`config.mk`:
```
export PLATFORM = sky130hd
export DESIGN_NAME = module_hazard_ctrl
export DESIGN_NICKNAME = d
export VERILOG_FILES = /design/src/rtl/module_hazard_ctrl.sv
export SDC_FILE = /design/constraint.sdc
export NUM_CORES = 1
export LEC_CHECK = 0
export CORE_ASPECT_RATIO = 2
export CORE_MARGIN = 2
export CORE_UTILIZATION = 49
export DETAILED_ROUTE_END_ITERATION = 7
export GPL_TIMING_DRIVEN = 0
export MAX_ROUTING_LAYER = met4
export PLACE_DENSITY = 0.87
export SLEW_MARGIN = 25
export SYNTH_ARGS = -nofsm -noshare
export SYNTH_HDL_FRONTEND = slang
export SYNTH_SLANG_ARGS = --single-unit
```
`constraint.sdc`:
```
create_clock -name clk_i -period 3.94 [get_ports clk_i]
set_clock_uncertainty 0.2 [all_clocks]
set_input_delay 0.394 -clock clk_i [delete_from_list [all_inputs] [get_ports clk_i]]
set_output_delay 0.394 -clock clk_i [all_outputs]
set_load 0.02 [all_outputs]
```
`src/rtl/module_hazard_ctrl.sv`:
```
// Pipeline hazard controller for the 5-stage RV32I core: drives stage stall/flush
// controls for load-use, mispredict and data-memory waits, with perf counters.
module module_hazard_ctrl #(
  parameter int REG_W       = 5,
  parameter int MEM_TIMEOUT = 16,
  parameter int CNT_W       = 32
) (
  input  logic             clk_i,
  input  logic             rst_i,
  input  logic [REG_W-1:0] rs1_d_i,
  input  logic [REG_W-1:0] rs2_d_i,
  input  logic [REG_W-1:0] rd_e_i,
  input  logic             load_e_i,
  input  logic             mispredict_e_i,
  input  logic             mem_req_m_i,
  input  logic             mem_ready_i,
  output logic             stall_f_o,
  output logic             stall_d_o,
  output logic             stall_e_o,
  output logic             stall_m_o,
  output logic             flush_d_o,
  output logic             flush_e_o,
  output logic             flush_w_o,
  output logic             mem_err_o,
  output logic [CNT_W-1:0] stall_cnt_o,
  output logic [CNT_W-1:0] flush_cnt_o
);

  localparam int WC_W = $clog2(MEM_TIMEOUT + 1);
  // The RUN cycle is wait cycle 1, so MEM_WAIT gives up after MEM_TIMEOUT-1 of its own.
  localparam logic [WC_W-1:0] WC_LAST = WC_W'(MEM_TIMEOUT - 1);
  localparam logic [CNT_W-1:0] CNT_MAX = {CNT_W{1'b1}};

  typedef enum logic [1:0] {
    ST_RUN      = 2'd0,
    ST_MEM_WAIT = 2'd1,
    ST_TRAP     = 2'd2
  } state_e;

  state_e           state_q, state_d;
  logic [WC_W-1:0]  wait_cnt_q, wait_cnt_d;
  logic             mem_err_q, mem_err_d;
  logic [CNT_W-1:0] stall_cnt_q, stall_cnt_d;
  logic [CNT_W-1:0] flush_cnt_q, flush_cnt_d;

  logic memwait_s;
  logic lu_s;
  logic stall_f_s, stall_d_s, stall_e_s, stall_m_s;
  logic flush_d_s, flush_e_s, flush_w_s;

  assign memwait_s = mem_req_m_i & ~mem_ready_i;
  assign lu_s      = load_e_i & (rd_e_i != '0) &
                     ((rd_e_i == rs1_d_i) | (rd_e_i == rs2_d_i));

  always_ff @(posedge clk_i or posedge rst_i) begin
    if (rst_i) begin
      state_q     <= ST_RUN;
      wait_cnt_q  <= '0;
      mem_err_q   <= 1'b0;
      stall_cnt_q <= '0;
      flush_cnt_q <= '0;
    end else begin
      state_q     <= state_d;
      wait_cnt_q  <= wait_cnt_d;
      mem_err_q   <= mem_err_d;
      stall_cnt_q <= stall_cnt_d;
      flush_cnt_q <= flush_cnt_d;
    end
  end

  always_comb begin
    state_d    = state_q;
    wait_cnt_d = wait_cnt_q;
    mem_err_d  = mem_err_q;
    case (state_q)
      ST_RUN: begin
        if (memwait_s) begin
          state_d    = ST_MEM_WAIT;
          wait_cnt_d = WC_W'(1);
        end else begin
          wait_cnt_d = '0;
        end
      end
      ST_MEM_WAIT: begin
        if (!memwait_s) begin
          state_d    = ST_RUN;
          wait_cnt_d = '0;
        end else if (wait_cnt_q == WC_LAST) begin
          state_d   = ST_TRAP;
          mem_err_d = 1'b1;
        end else begin
          wait_cnt_d = wait_cnt_q + WC_W'(1);
        end
      end
      ST_TRAP: begin
        state_d   = ST_TRAP;
        mem_err_d = 1'b1;
      end
      default: begin
        // An illegal encoding is treated as a fault and parks the pipeline.
        state_d   = ST_TRAP;
        mem_err_d = 1'b1;
      end
    endcase
  end

  always_comb begin
    stall_f_s = 1'b0;
    stall_d_s = 1'b0;
    stall_e_s = 1'b0;
    stall_m_s = 1'b0;
    flush_d_s = 1'b0;
    flush_e_s = 1'b0;
    flush_w_s = 1'b0;
    if (rst_i) begin
      flush_w_s = 1'b0;
    end else begin
      case (state_q)
        ST_RUN, ST_MEM_WAIT: begin
          if (memwait_s) begin
            stall_f_s = 1'b1;
            stall_d_s = 1'b1;
            stall_e_s = 1'b1;
            stall_m_s = 1'b1;
            flush_w_s = 1'b1;
          end else if (mispredict_e_i) begin
            flush_d_s = 1'b1;
            flush_e_s = 1'b1;
          end else if (lu_s) begin
            stall_f_s = 1'b1;
            stall_d_s = 1'b1;
            flush_e_s = 1'b1;
          end else begin
            flush_w_s = 1'b0;
          end
        end
        default: begin
          stall_f_s = 1'b1;
          stall_d_s = 1'b1;
          stall_e_s = 1'b1;
          stall_m_s = 1'b1;
          flush_w_s = 1'b1;
        end
      endcase
    end
  end

  // flush_d only ever asserts for an unmasked mispredict, so it marks a flush event.
  always_comb begin
    stall_cnt_d = stall_cnt_q;
    flush_cnt_d = flush_cnt_q;
    if (stall_f_s && (stall_cnt_q != CNT_MAX)) begin
      stall_cnt_d = stall_cnt_q + CNT_W'(1);
    end else begin
      stall_cnt_d = stall_cnt_q;
    end
    if (flush_d_s && (flush_cnt_q != CNT_MAX)) begin
      flush_cnt_d = flush_cnt_q + CNT_W'(1);
    end else begin
      flush_cnt_d = flush_cnt_q;
    end
  end

  assign stall_f_o   = stall_f_s;
  assign stall_d_o   = stall_d_s;
  assign stall_e_o   = stall_e_s;
  assign stall_m_o   = stall_m_s;
  assign flush_d_o   = flush_d_s;
  assign flush_e_o   = flush_e_s;
  assign flush_w_o   = flush_w_s;
  assign mem_err_o   = mem_err_q;
  assign stall_cnt_o = stall_cnt_q;
  assign flush_cnt_o = flush_cnt_q;

endmodule

```
==> impl_metrics.csv, run 1 <==
group,metric,value,unit
critical_path,worstPathRequired,3350,ps
cts,clkTransAtPathRegs,50,ps
route,dr.pass1.iters,4,
timing,worst_slew_pin_slew,857,ps
die,start_util,50.7,%
cts,clock_sinks,72,
global_route,grt_usage,23.4,%
cts,cts_resized,0,
place,place_congestion,0.869,
critical_path,reg2reg_from,"flush_cnt_o[0]",
critical_path,slowest_stage,"clkdlybuf4s50_1",
route,via_per_inst,5.48,
logic_synthesis,ys.flop_type,"dfrtp_1",
logic_synthesis,syn_area,3550,um2
die,num_rows,43,
cts,root_buffer,"clkbuf_16",
timing,hold_viol_final,0,
die,fp.dieW,64.2,um
hold_path,min_from,"mem_err_o",
final_layout,drive_above_1_share,7.47,%
logic_synthesis,avgSynthCellArea,10.6,um2
logic_synthesis,synth_largest_area_cell,"dfrtp_1",
logic_synthesis,ys_warn_count,0,
timing,finalSetupViolCount,0,
hold_path,hold_path.class,"reg2reg",
final_layout,final_util,69.4,%
logic_synthesis,synth_edf_count,0,
place,post-dp-hpwl,6400,um
timing,period_share,85.2,%
critical_path,critical_path_class,"in2out",
logic_synthesis,synthTopCellsByArea,"dfrtp_1 51%, xnor2_1 11%, xor2_1 6.7%, nand3_1 4.4%, nand2_1 3.6%",
critical_path,path_delay_family,"buffers and inverters",
route,wl_per_cell,16.1,um
critical_path,end_kind,"output pin",
logic_synthesis,synth_cell_type_count,40,
hold_path,holdPathEnd,"mem_err_o",
pwr,p_leak,2.09,nW
critical_path,reg2reg_depth,7,
global_route,antenna_found_initial,0,
final_layout,area_growth,36.9,%
cts,cts_tree,"built",
place,io_buffers,92,
hold_path,hold_path_depth,1,
critical_path,cp_cell_sequence,"clkdlybuf4s50_1 -> xor2_1 -> nor3_2 -> a22oi_2 -> o41ai_4 -> buf_4 -> clkdlybuf4s50_1",
die,die_area,7980,um2
logic_synthesis,netlist_instances,334,
logic_synthesis,synth_seq_cells,72,
cts,cts_max_level,3,
final_layout,regArea,1800,um2
final_layout,fin_nets,463,
critical_path,crit_top_cell,"clkdlybuf4s50_1",
flow_run,drv_cap,0,
route,drtAntennaViolNets,0,
pwr,power_density,396,nW/um2
route,drc,0,
route,drt_iter0_markers,175,
timing,min_period,3360,ps
critical_path,path_buf_inv,3,
pwr,power.total,1.92,mW
cts,clockBufferDepth,2,
logic_synthesis,synth_common_cells,"72 x dfrtp_1, 44 x xnor2_1, 34 x nand2_1, 31 x nand3_1, 27 x xor2_1",
pwr,vdd_drop_max,0.000331,V
route,routed_wl,8590,um
cts,cts_made_buffers,9,
critical_path,critPathLaunchType,"primary input",
final_layout,n_antenna_cell,0,
die,ios,93,
final_layout,fillCellCount,529,
logic_synthesis,synth_seq_area_share,50.8,%
critical_path,crit_fanout,7,
timing,slew_headroom,42.3,%
timing,slew_violations,0,
global_route,grt_pass1_vias,2963,
critical_path,ff2ff_setup_slack,1200,ps
route,via_count,2914,
die,core,6990,um2
cts,clk_latency,330,ps
timing,setup_tns,0,ps
global_route,grt_pass1_wl,14100,um
cts,cts_setup_buffers,0,
logic_synthesis,synth_top_cell_area_share,50.8,%
logic_synthesis,synth.most_common_cell,"dfrtp_1",
outcome,status,"finished, final reports clean",
timing,rsz0062_at_grt,"false",
logic_synthesis,syn_nets,359,
global_route,grt-ovfl-total,0,
timing,fmax,298,MHz
logic_synthesis,synthArstFlopShare,100,%
critical_path,max_stage_delay,590,ps
critical_path,worstReg2RegEnd,"flush_cnt_o[1]",
global_route,grt_max_degree,44,
critical_path,cp_data_arrival_time,2760,ps
final_layout,multiInputGateArea,1660,um2
die,die_h,124,um
cts,cts_hold_buf,0,
## area by class of cell
cell class	instances	share of cell area, %
Timing Repair Buffer	93	19.4
Sequential cell	72	37.1
Multi-Input combinational cell	246	34.3
Tap cell	90	2.32
Buffer	10	1.21
Inverter	6	0.515
Clock inverter	5	0.515
Clock buffer	10	4.71
## kinds of logic (layout without fill, tap and decap cells)
family / count (synthesis) / after routing / synth area share (%)
buffers and inverters: 16 / 124 / 2.29
AO/OA/AOI/OAI: 15 / 15 / 3.84
flip-flops: 72 / 72 / 50.8
multiplexers: 1 / 1 / 0.317
adder cells (fa/ha/maj): 4 / 4 / 1.41
XOR/XNOR: 71 / 71 / 17.5
AND/OR/NAND/NOR: 155 / 155 / 23.8
## through the flow
step | hold slack [ps] | area, um2 | instances | setup WS, ps
floorplan | 250 | 3550 | 334 | 150
finish | 268 | 4860 | 532 | 585
CTS | 272 | 4860 | 532 | 534
detailed placement | 259 | 4600 | 517 | 536
global route | 294 | 4860 | 532 | 448
global placement | 252 | 4580 | 516 | -1490
## power by group
group | total [mW] | switching [mW] | leakage [nW] | internal [mW]
Combinational | 0.357 | 0.188 | 0.982 | 0.169
Clock | 0.705 | 0.289 | 0.132 | 0.416
Sequential | 0.859 | 0.0687 | 0.976 | 0.791
Total | 1.92 | 0.546 | 2.09 | 1.38
## worst max-delay path by stage
stage / start / to / slack (ps) / depth (start not counted)
floorplan: rst_i / stall_cnt_o[16] / 150 / 7
global placement: rst_i / stall_f_o / -1490 / 6
detailed placement: rd_e_i[0] / stall_f_o / 540 / 7
CTS: rd_e_i[3] / stall_f_o / 530 / 7
global route: rd_e_i[0] / stall_f_o / 450 / 7
finish: rd_e_i[3] / stall_f_o / 580 / 7
## state kept, by name, summed over array words and instances, names as in the netlist
| register | cells |
|---|---|
| stall_cnt_o | 32 |
| wait_cnt_q | 5 |
| flush_cnt_o | 32 |
| state_q | 2 |
| mem_err_o | 1 |
## cells in the final DEF (no fill, tap or decap), types with 2 or more instances in the layout
master / synthesis / layout
clkdlybuf4s50_1: 0 / 92
dfrtp_1: 72 / 72
xnor2_1: 44 / 44
nand2_1: 34 / 34
nand3_1: 31 / 31
xor2_1: 27 / 27
nor2_1: 19 / 19
nand4_1: 18 / 18
and3_1: 10 / 10
clkbuf_16: 0 / 9
and4_1: 8 / 8
and2_1: 7 / 7
nor4_1: 7 / 7
inv_1: 6 / 5
clkbuf_1: 4 / 5
clkinv_2: 0 / 5
nor2b_1: 4 / 4
o21ai_0: 4 / 4
nor3_1: 4 / 4
ha_1: 4 / 4
nor4b_1: 3 / 3
buf_4: 3 / 3
nor3_2: 2 / 2
buf_2: 2 / 2
o21a_1: 2 / 2
nand4b_1: 2 / 2
## per-layer routing
layer | vias to the layer above | GRT usage, % | part of all wire, %
li1 | 1368 | - | -
met1 | 1427 | 23.0 | 36
met2 | 105 | 42.0 | 57
met3 | 14 | 6.87 | 5.9
met4 | 0 | 9.01 | 1.5
met5 | - | - | 0
Note: power is estimated with default switching activity, not from simulation.
==> inputs of run 2 (changes only) <==
==> constraint.sdc (replaced) <==
create_clock -name clk_i -period 3.94 [get_ports clk_i]
set_clock_uncertainty 0.2 [all_clocks]
set_input_delay 0.788 -clock clk_i [delete_from_list [all_inputs] [get_ports clk_i]]
set_output_delay 0.788 -clock clk_i [all_outputs]
set_load 0.02 [all_outputs]
==> run 2 against run 1 <==
  * Sequential share of layout area is 1.2 points lower
  * Die area unchanged
  * Sequential cell count did not move
  * Global-route usage grew 1.5 points
  * Hold slack improved by 18 ps
  * Non-clock buffer count is 4 higher
  * Cell count rose by 1.1%
  * Final area increased by 3.3%
  * Count of clock-buffer cells in the layout grew 1
  * Critical endpoint unchanged
==> impl_metrics.csv, run 2 (same netlist as run 1, synthesis figures left out) <==
group,metric,value,unit
critical_path,cp_data_arrival_time,2880,ps
timing,worst_slew_pin_slew,981,ps
critical_path,critical_path_depth,7,
timing,hold_viol_final,0,
hold_path,hold_path.class,"reg2reg",
cts,cts_tree,"built",
die,core,6990,um2
route,wl_per_cell,16.6,um
cts,cts_max_level,3,
timing,setup_tns,0,ps
critical_path,crit_fanout,3,
critical_path,path_buf_inv,4,
pwr,power_density,437,nW/um2
cts,cts_hold_buf,0,
route,via_count,2945,
route,drtAntennaViolNets,0,
global_route,grt_max_degree,26,
die,num_rows,43,
pwr,power.total,2.19,mW
flow_run,drv_cap,0,
place,post-dp-hpwl,6350,um
pwr,p_leak,2.18,nW
cts,clock_sinks,72,
critical_path,ff2ff_setup_slack,1140,ps
global_route,grt_pass1_wl,14800,um
route,dr.pass1.iters,4,
timing,slew_headroom,34.0,%
final_layout,layout_common_cells,"89 x clkdlybuf4s50_1, 72 x dfrtp_1, 44 x xnor2_1",
global_route,antenna_found_initial,0,
outcome,status,"finished, final reports clean",
timing,fmax,259,MHz
timing,rsz0062_at_grt,"false",
critical_path,crit_top_cell,"buf_4",
final_layout,final_util,71.8,%
place,dp_cells,518,
cts,cts_made_buffers,9,
critical_path,slowest_stage,"or4_2",
timing,min_period,3860,ps
critical_path,critPathLaunchType,"primary input",
route,routed_wl,8950,um
die,start_util,50.7,%
pwr,vdd_drop_max,0.000372,V
timing,period_share,98.1,%
critical_path,path_delay_family,"buffers and inverters",
global_route,grt_pass1_vias,3005,
timing,setup_slack,76.2,ps
final_layout,fin_cells,538,
timing,slew_violations,0,
critical_path,reg2reg_depth,7,
place,post-place-ws,-487,ps
route,via_per_inst,5.47,
final_layout,fin_nets,468,
critical_path,worstSetupStartpoint,"rd_e_i[1]",
final_layout,drive_above_1_share,9.15,%
critical_path,cp_cell_sequence,"clkdlybuf4s50_1 -> or4_2 -> o21ai_2 -> o41ai_4 -> buf_4 -> buf_4 -> dlygate4sd2_1",
cts,root_buffer,"clkbuf_16",
final_layout,area_growth,41.5,%
place,place_congestion,0.848,
place,io_buffers,92,
global_route,grt_usage,24.9,%
critical_path,worstPathRequired,2950,ps
critical_path,critical_path_class,"in2out",
cts,clk_latency,330,ps
timing,finalSetupViolCount,0,
route,drt_iter0_markers,108,
final_layout,final_common_cell,"clkdlybuf4s50_1",
critical_path,reg2reg_from,"flush_cnt_o[0]",
die,fp.dieW,64.2,um
cts,clockBufferDepth,2,
die,die_area,7980,um2
final_layout,n_antenna_cell,0,
hold_path,hold_path_depth,2,
critical_path,max_stage_delay,690,ps
die,die_h,124,um
critical_path,worstReg2RegEnd,"flush_cnt_o[1]",
critical_path,end_kind,"output pin",
route,drc,0,
cts,clkTransAtPathRegs,60,ps
die,ios,93,
global_route,grt-ovfl-total,0,
critical_path,cp-endpoint,"stall_f_o",
run 2: cell count changes in the layout (fill, tap and decap cells not counted), sizes merged:
cell,change
buf,+4
bufinv,+3
clkbuf,+1
clkdlybuf4s50,-3
clkinv,-4
clkinvlp,+3
dlygate4sd2,+2
dlymetal6s2s,+1
inv,-1
run 2: area by class of cell:
class	count	area (um2)
tap	90	113
multi-input combinational	246	1670
clock inverter	5	103
buffer	10	58.8
timing repair inverter	1	5.00
fill	516	1980
inverter	6	26.3
timing repair buffer	97	991
clock buffer	11	253
sequential	72	1800
run 2: worst min-delay path by stage:
stage,start,end,slack (ps)
after CTS,wait_cnt_q[4],wait_cnt_q[4],290
after global routing,flush_cnt_o[25],flush_cnt_o[25],310
after floorplan,wait_cnt_q[4],wait_cnt_q[4],250
after detailed placement,wait_cnt_q[4],wait_cnt_q[4],280
final,wait_cnt_q[4],wait_cnt_q[4],290
after global placement,mem_err_o,mem_err_o,250
run 2: layer usage:
layer / GRT usage, % / up-vias / share of wire, %
met5: - / - / 0
met4: 11.4 / 0 / 2.5
met3: 5.78 / 18 / 5.2
met2: 43.9 / 96 / 56
met1: 25.6 / 1444 / 36
li1: - / 1387 / -
run 2: report_power, final:
part / internal [mW] / switching (mW) / leakage, nW
Combinational: 0.174 / 0.195 / 1.03
Sequential: 0.790 / 0.0704 / 0.976
Clock: 0.652 / 0.310 / 0.172
Total: 1.62 / 0.576 / 2.18
run 2: repair_timing:
action	4_1_cts	5_1_grt
pin swaps	1	0
hold endpoints to repair	0	0
gates resized for setup	3	1
endpoints found under the setup margin	6	1
setup buffers	3	0
gates cloned	1	0
run 2: worst register-to-register path: stages (launching register included):
cell and delay (ps):
dfrtp_1 420, ha_1 190, nand3_1 120, nor4_1 770, nand3_1 190, o21a_1 310, buf_2 210, mux2_2 280
run 2: per-stage QoR:
step	instance area [um2]	hold slack, ps
after floorplan	3550	250
after global placement	4580	255
after detailed placement	4630	281
after CTS	5020	293
after global routing	5020	307
final	5020	286
==> inputs of run 3 (changes only) <==
--- a/config.mk
+++ b/config.mk
@@ -5,13 +5,12 @@
 export SDC_FILE = /design/constraint.sdc
 export NUM_CORES = 1
 export LEC_CHECK = 0
-export CORE_ASPECT_RATIO = 2
 export CORE_MARGIN = 2
-export CORE_UTILIZATION = 49
+export CORE_UTILIZATION = 53
 export DETAILED_ROUTE_END_ITERATION = 7
 export GPL_TIMING_DRIVEN = 0
 export MAX_ROUTING_LAYER = met4
-export PLACE_DENSITY = 0.87
+export PLACE_DENSITY = 0.93
 export SLEW_MARGIN = 25
 export SYNTH_ARGS = -nofsm -noshare
 export SYNTH_HDL_FRONTEND = slang
==> constraint.sdc (replaced) <==
create_clock -name clk_i -period 4.8 [get_ports clk_i]
set_clock_uncertainty 0.2 [all_clocks]
set_input_delay 0.96 -clock clk_i [delete_from_list [all_inputs] [get_ports clk_i]]
set_output_delay 0.96 -clock clk_i [all_outputs]
set_load 0.02 [all_outputs]
==> run 3 against run 2 <==
  * The run now ends with design-rule violations left
  * Routed wire length shrank 8.9%
  * Register-to-register slack gained 880 ps
  * Utilization grew 3.7 points
  * Combinational power shrank 21%
  * Count of clock-buffer cells in the layout shrank 2
  * Sequential share of layout area grew 1.3 points
  * Critical endpoint unchanged
  * Largest cell class unchanged
==> impl_metrics.csv, run 3 (same netlist as run 1, synthesis figures left out) <==
group,metric,value,unit
outcome,status,"complete, but fails checks",
outcome,violations,"design-rule violations",
timing,hold_viol_final,0,
timing,period_share,94.8,%
pwr,clkPwrFrac,38.2,%
route,via_count,2924,
critical_path,worstPathRequired,3640,ps
critical_path,critical_path_class,"in2out",
global_route,grt_pass1_vias,2904,
die,ios,93,
final_layout,n_antenna_cell,0,
route,drc,6,
timing,worst_slew_pin_slew,808,ps
critical_path,crit_fanout,41,
critical_path,path_buf_inv,5,
timing,fmax,220,MHz
final_layout,drive_above_1_share,7.69,%
pwr,switching_share,27.2,%
critical_path,path_delay_family,"buffers and inverters",
place,post-dp-hpwl,5890,um
final_layout,finalInstanceArea,4840,um2
timing,finalSetupViolCount,0,
final_layout,layout_common_cells,"92 x clkdlybuf4s50_1, 72 x dfrtp_1, 44 x xnor2_1",
cts,cts_setup_buffers,0,
cts,clock_sinks,72,
pwr,power.total,1.62,mW
pwr,p_comb_share,17.9,%
critical_path,end_kind,"output pin",
pwr,power_density,335,nW/um2
cts,root_buffer,"clkbuf_8",
die,fp.dieW,85.8,um
cts,clkTransAtPathRegs,80,ps
final_layout,fin_nets,463,
die,num_rows,29,
route,wl_per_cell,15.7,um
hold_path,hold_path.class,"reg2reg",
critical_path,cp_data_arrival_time,3390,ps
place,place_congestion,0.921,
critical_path,max_stage_delay,610,ps
final_layout,final_util,75.4,%
route,routed_wl,8150,um
place,io_buffers,92,
final_layout,area_growth,36.5,%
cts,clk_latency,340,ps
global_route,grt_usage,23.6,%
critical_path,critPathLaunchType,"primary input",
pwr,vdd_drop_max,0.000195,V
route,drtAntennaViolNets,0,
route,drt_iter0_markers,178,
cts,cts_hold_buf,0,
global_route,grt_pass1_wl,13400,um
pwr,p_sw,0.440,mW
timing,rsz0062_at_grt,"false",
global_route,antenna_found_initial,0,
critical_path,slowest_stage,"clkdlybuf4s50_1",
cts,clockBufferDepth,2,
cts,cts_tree,"built",
global_route,grt-ovfl-total,0,
timing,slew_headroom,45.6,%
route,via_per_inst,5.63,
die,die_area,7360,um2
final_layout,final_common_cell,"clkdlybuf4s50_1",
cts,cts_max_level,3,
pwr,p_leak,2.08,nW
critical_path,crit_top_cell,"clkdlybuf4s50_1",
flow_run,drv_cap,0,
pwr,seq_power_share,44.0,%
die,core,6420,um2
pwr,p_int,1.18,mW
place,place_area,4590,um2
cts,cts_made_buffers,9,
timing,slew_violations,0,
critical_path,cp_cell_sequence,"clkdlybuf4s50_1 -> inv_4 -> buf_12 -> o21ai_0 -> o41ai_4 -> buf_4 -> clkdlybuf4s50_1",
die,start_util,55.2,%
die,die_h,85.8,um
cts,cts_resized,0,
route,dr.pass1.iters,6,
global_route,grt_max_degree,42,
timing,min_period,4550,ps
[run 3: final cells by class]
class / instances / area, um2
Tap cell: 77 / 96.3
Clock inverter: 6 / 133
Multi-Input combinational cell: 246 / 1660
Inverter: 6 / 25.0
Buffer: 10 / 58.8
Fill cell: 414 / 1580
Timing Repair Buffer: 93 / 941
Clock buffer: 9 / 124
Sequential cell: 72 / 1800
[run 3: stage by stage]
step / instances / worst slack [ps] / setup TNS, ps / hold WS (ps)
detailed placement: 504 / 207 / 0 / 269
global route: 519 / 62.2 / 0 / 301
global placement: 503 / -1610 / -29630 / 260
floorplan: 334 / 78.4 / 0 / 250
CTS: 519 / 196 / 0 / 293
finish: 519 / 248 / 0 / 286
[run 3: metal layers]
metal / global-route usage, % / vias up / share of wire (%)
met5: - / - / 0
met4: 10.2 / 0 / 2.2
met3: 3.37 / 18 / 5.7
met2: 39.7 / 134 / 51
met1: 28.4 / 1401 / 42
li1: - / 1371 / -
[run 3: power by group through the flow]
stage | clock network (mW) | registers (mW) | logic, mW
6_report | 0.618 | 0.712 | 0.290
3_5_place_dp | 0 | 0.719 | 0.289
3_3_place_gp | 0 | 0.718 | 0.282
2_1_floorplan | 0 | 0.756 | 0.106
4_1_cts | 0.621 | 0.710 | 0.291
5_1_grt | 0.646 | 0.718 | 0.311
[run 3: final timing paths]
path	slack [ps]	to	cells past startpoint	from
hold / removal	290	stall_cnt_o[7]	1	stall_cnt_o[7]
setup reg to reg	2020	flush_cnt_o[1]	7	flush_cnt_o[0]
min in group asynchronous	930	wait_cnt_q[3]	2	rst_i
max in group asynchronous	2930	stall_cnt_o[14]	3	rst_i
hold reg to reg	290	stall_cnt_o[7]	1	stall_cnt_o[7]
setup / recovery	250	stall_f_o	7	rst_i
